--- src/rtl/regfile_access_ctrl.sv ---
// Sequencer that arbitrates decode operand reads and writeback writes onto a
// single-port register file, keeping reads and writes in separate cycles.
module regfile_access_ctrl #(
  parameter int ADDR_W = 5,
  parameter int DATA_W = 4
) (
  input  logic              clk_i,
  input  logic              rst_ni,
  input  logic              rd_req_valid_i,
  output logic              rd_req_ready_o,
  input  logic [ADDR_W-1:0] rd_src1_i,
  input  logic [ADDR_W-1:0] rd_src2_i,
  output logic              rsp_valid_o,
  input  logic              rsp_ready_i,
  output logic [DATA_W-1:0] rsp_data1_o,
  output logic [DATA_W-1:0] rsp_data2_o,
  input  logic              wb_valid_i,
  output logic              wb_ready_o,
  input  logic [ADDR_W-1:0] wb_addr_i,
  input  logic [DATA_W-1:0] wb_data_i,
  output logic              rf_reg_write_o,
  output logic [ADDR_W-1:0] rf_read_register1_o,
  output logic [ADDR_W-1:0] rf_read_register2_o,
  output logic [ADDR_W-1:0] rf_write_register_o,
  output logic [DATA_W-1:0] rf_write_data_o,
  input  logic [DATA_W-1:0] rf_read_data1_i,
  input  logic [DATA_W-1:0] rf_read_data2_i
);

  localparam logic [2:0] S_IDLE = 3'd0;
  localparam logic [2:0] S_WR   = 3'd1;
  localparam logic [2:0] S_RD   = 3'd2;
  localparam logic [2:0] S_CAP  = 3'd3;
  localparam logic [2:0] S_RSP  = 3'd4;

  logic [2:0]              state_q, state_d;
  logic                    last_wr_q, last_wr_d;
  logic [ADDR_W-1:0]       wr_addr_q;
  logic [DATA_W-1:0]       wr_data_q;
  logic [1:0][ADDR_W-1:0]  rd_addr_q;
  logic [1:0][DATA_W-1:0]  rsp_data_q;
  logic [1:0][ADDR_W-1:0]  rd_src_w;
  logic [1:0][DATA_W-1:0]  rf_rdata_w;
  logic                    is_idle;
  logic                    wr_accept;
  logic                    rd_accept;
  logic                    capture;

  assign rd_src_w   = {rd_src2_i, rd_src1_i};
  assign rf_rdata_w = {rf_read_data2_i, rf_read_data1_i};

  // Writeback wins contention unless it won last time, giving strict alternation.
  assign is_idle        = (state_q == S_IDLE);
  assign wb_ready_o     = is_idle & wb_valid_i & (~rd_req_valid_i | ~last_wr_q);
  assign rd_req_ready_o = is_idle & rd_req_valid_i & ~wb_ready_o;
  assign wr_accept      = wb_ready_o;
  assign rd_accept      = rd_req_ready_o;
  assign capture        = (state_q == S_CAP);

  assign rf_reg_write_o      = (state_q == S_WR);
  assign rsp_valid_o         = (state_q == S_RSP);
  assign rf_write_register_o = wr_addr_q;
  assign rf_write_data_o     = wr_data_q;
  assign rf_read_register1_o = rd_addr_q[0];
  assign rf_read_register2_o = rd_addr_q[1];
  assign rsp_data1_o         = rsp_data_q[0];
  assign rsp_data2_o         = rsp_data_q[1];

  always_comb begin
    state_d   = state_q;
    last_wr_d = last_wr_q;
    case (state_q)
      S_IDLE: begin
        if (wr_accept) begin
          state_d   = S_WR;
          last_wr_d = 1'b1;
        end else if (rd_accept) begin
          state_d   = S_RD;
          last_wr_d = 1'b0;
        end
      end
      S_WR:    state_d = S_IDLE;
      S_RD:    state_d = S_CAP;
      S_CAP:   state_d = S_RSP;
      S_RSP:   if (rsp_ready_i) state_d = S_IDLE;
      default: state_d = S_IDLE;
    endcase
  end

  always_ff @(posedge clk_i or negedge rst_ni) begin
    if (!rst_ni) begin
      state_q   <= S_IDLE;
      last_wr_q <= 1'b0;
      wr_addr_q <= '0;
      wr_data_q <= '0;
    end else begin
      state_q   <= state_d;
      last_wr_q <= last_wr_d;
      if (wr_accept) begin
        wr_addr_q <= wb_addr_i;
        wr_data_q <= wb_data_i;
      end
    end
  end

  // Two identical read lanes: address latched on accept, data captured in CAP.
  for (genvar gi = 0; gi < 2; gi++) begin : g_lane
    always_ff @(posedge clk_i or negedge rst_ni) begin
      if (!rst_ni) begin
        rd_addr_q[gi]  <= '0;
        rsp_data_q[gi] <= '0;
      end else begin
        if (rd_accept) rd_addr_q[gi] <= rd_src_w[gi];
        if (capture)   rsp_data_q[gi] <= rf_rdata_w[gi];
      end
    end
  end

endmodule

--- config.mk ---
export PLATFORM = sky130hd
export DESIGN_NAME = regfile_access_ctrl
export DESIGN_NICKNAME = d
export VERILOG_FILES = /design/src/rtl/regfile_access_ctrl.sv
export SDC_FILE = /design/constraint.sdc
export NUM_CORES = 1
export LEC_CHECK = 0
export BUFFER_PORTS_ARGS = -buffer_cell sky130_fd_sc_hd__buf_4
export CAP_MARGIN = 0
export CELL_PAD_IN_SITES_DETAIL_PLACEMENT = 2
export CELL_PAD_IN_SITES_GLOBAL_PLACEMENT = 2
export CORE_ASPECT_RATIO = 1.5
export CORE_MARGIN = 4
export CORE_UTILIZATION = 28
export DETAILED_ROUTE_END_ITERATION = 7
export GPL_ROUTABILITY_DRIVEN = 1
export GPL_TIMING_DRIVEN = 0
export PLACE_DENSITY = 0.8
export SKIP_CTS_REPAIR_TIMING = 1
export SLEW_MARGIN = 20
export SYNTH_ARGS = -nofsm -noshare
export SYNTH_HDL_FRONTEND = slang
export SYNTH_SLANG_ARGS = --single-unit
--- constraint.sdc ---
create_clock -name clk_i -period 2.05 [get_ports clk_i]
set_clock_uncertainty 0.1 [all_clocks]
set_input_delay 0.205 -clock clk_i [delete_from_list [all_inputs] [get_ports clk_i]]
set_output_delay 0.205 -clock clk_i [all_outputs]
set_load 0.05 [all_outputs]
==> out/qor.yml <==
logic_synthesis:
  ys_types: 16
  syn_inst: 80
  seq_area_frac_synth: 0.604
  syn_nets: 112
  synth_top_cell_area_share: 0.604
  synth_area_leader_cell: "dfrtp_1"
  syn_avg_cell_area_um2: 16.0
  yosys_warnings: 0
  syn_area_um2: 1280
  ys_ff_latch: 31
  yosys-top-cells-area: "dfrtp_1 60%, mux2_4 20%, mux2_2 8.8%, buf_6 1.8%, nand3_2 1.6%"
cells_and_area:
  antenna_cells: 0
  drive_gt1_frac: 0.669
  final_cell_mix: "62 x buf_4, 31 x dfrtp_1, 17 x mux2_4"
  mostFrequentLayoutCell: "buf_4"
  area_growth_syn_to_layout_pct: 49.3
  nets: 182
cts:
  cts_sinks: 31
  clockRootBuffer: "clkbuf_8"
  cts.clk_slew.worst_paths_ns: 0.06
  insertion_delay_ns: 0.28
  cts_max_level: 2
  clockBufferDepth: 2
  tritoncts: "done"
  cts_buffers: 5
placed_design:
  hpwlAfterDp_um: 2580
  place.gp.congestion: 0.644
  portBuffers: 62
sta:
  final-hold-violation-count: 0
  finalCritPeriodShare: 0.936
  finalSetupViolations: 0
  hold_ws_ns: 0.0240
  drv_slew: 0
  final.setup.tns_ns: 0
  fmax_mhz: 521
  worstMarginPinSlew_ns: 0.447
  min_period_ns: 1.92
  relSlewSlack: 0.701
floorplanning:
  die-area_um2: 5750
  ios: 63
  die_w_um: 63.3
  core_area_um2: 4320
  die_y_um: 90.9
  rows: 29
  start_util: 0.297
status:
  status: "completed"
global_route:
  grt_pass1_vias: 1105
  grt_first_pass_wirelength_um: 5600
  antenna_found_initial: 0
  grt_overflow_total: 0
  grt.total_usage: 0.126
  grt_max_degree: 32
route:
  viasPerCell: 4.76
  dr.first_iter.drc_count: 12
  firstDrtPassIters: 2
  drc: 0
  totalWireLength_um: 3360
  postRouteAntennaNets: 0
  vias: 937
  wl_per_cell_um: 17.1
worst_setup_path:
  path_max_fanout: 10
  end_kind: "output pin"
  required_ns: 1.75
  cp.arrival_ns: 1.61
  reg2reg_slack_ns: 0.45
  critical_path_class: "flip-flop to output pin"
  cp-start-kind: "flip-flop"
flow_run:
  drv_cap: 0
min_path:
  hold_path.class: "primary input to flip-flop"
## worst paths after layout
kind	from	end	cells after the start
worst min-delay path	rsp_ready_i	state_q[2]$_DFFE_PN0P_	2
worst max-delay path	state_q[0]$_DFFE_PN0P_	rd_req_ready_o	5
worst max register to register	state_q[0]$_DFFE_PN0P_	rf_read_register2_o[3]$_DFFE_PN0P_	4
worst min register to register	rsp_data1_o[1]$_DFFE_PN0P_	rsp_data1_o[1]$_DFFE_PN0P_	1
max in group asynchronous	rst_ni	state_q[1]$_DFFE_PN0P_	2
min in group asynchronous	rst_ni	rf_read_register1_o[2]$_DFFE_PN0P_	2
## state kept, by name, summed over array words and instances (netlist names)
name,cells
last_wr_q,1
rsp_data1_o,4
rsp_data2_o,4
rf_read_register2_o,5
state_q,3
rf_read_register1_o,5
rf_write_data_o,4
rf_write_register_o,5
## logic make-up (layout without fill, tap and decap cells)
group	count (synthesis)	after routing	share of synthesized area
AO/OA/AOI/OAI	4	4	0.0166
flip-flops	31	31	0.604
AND/OR/NAND/NOR	13	13	0.0663
buffers and inverters	5	76	0.0263
multiplexers	27	27	0.287
## critical path: stages (launching register included)
cell	delay, ns
dfrtp_1	0.45
nor3_4	0.30
nand3_2	0.15
buf_6	0.18
inv_1	0.06
buf_4	0.19
## layer usage
metal	track usage	routed length [um]	vias up
li1	-	-	414
met1	0.133	1270	455
met2	0.212	1620	64
met3	0.0593	421	4
met4	0.0541	52	0
met5	0	0	-
## synth_stat cells (all sizes together)
cell and instances:
nor2 2, nand2 4, dfrtp 31, nor3 2, nand3b 1, mux2 27, nand3 2, inv 3
nand2b 1, nor3b 1, buf 2, o21ai 1, a31oi 1, a21oi 2
## through the flow
stage	std cells	cell area, um^2	util	worst slack, ns
2_1_floorplan	80	1280	-	0.122
3_3_place_gp	188	1810	0.418	0.479
3_5_place_dp	188	1810	0.418	0.422
4_1_cts	196	1910	0.442	0.100
5_1_grt	197	1920	0.444	-0.000647
6_report	197	1920	0.444	0.132
## cell type report
type | instances | area (um^2)
multi-input cells | 44 | 474
clock buffers | 8 | 100
well taps | 46 | 57.6
repair buffers | 63 | 475
fillers | 437 | 2400
plain buffers | 2 | 22.5
flip-flops and latches | 31 | 776
inverters | 3 | 11.3
Power is not shown: default switching activity piles up to over one toggle a cycle in this logic, so the estimate is an artifact.
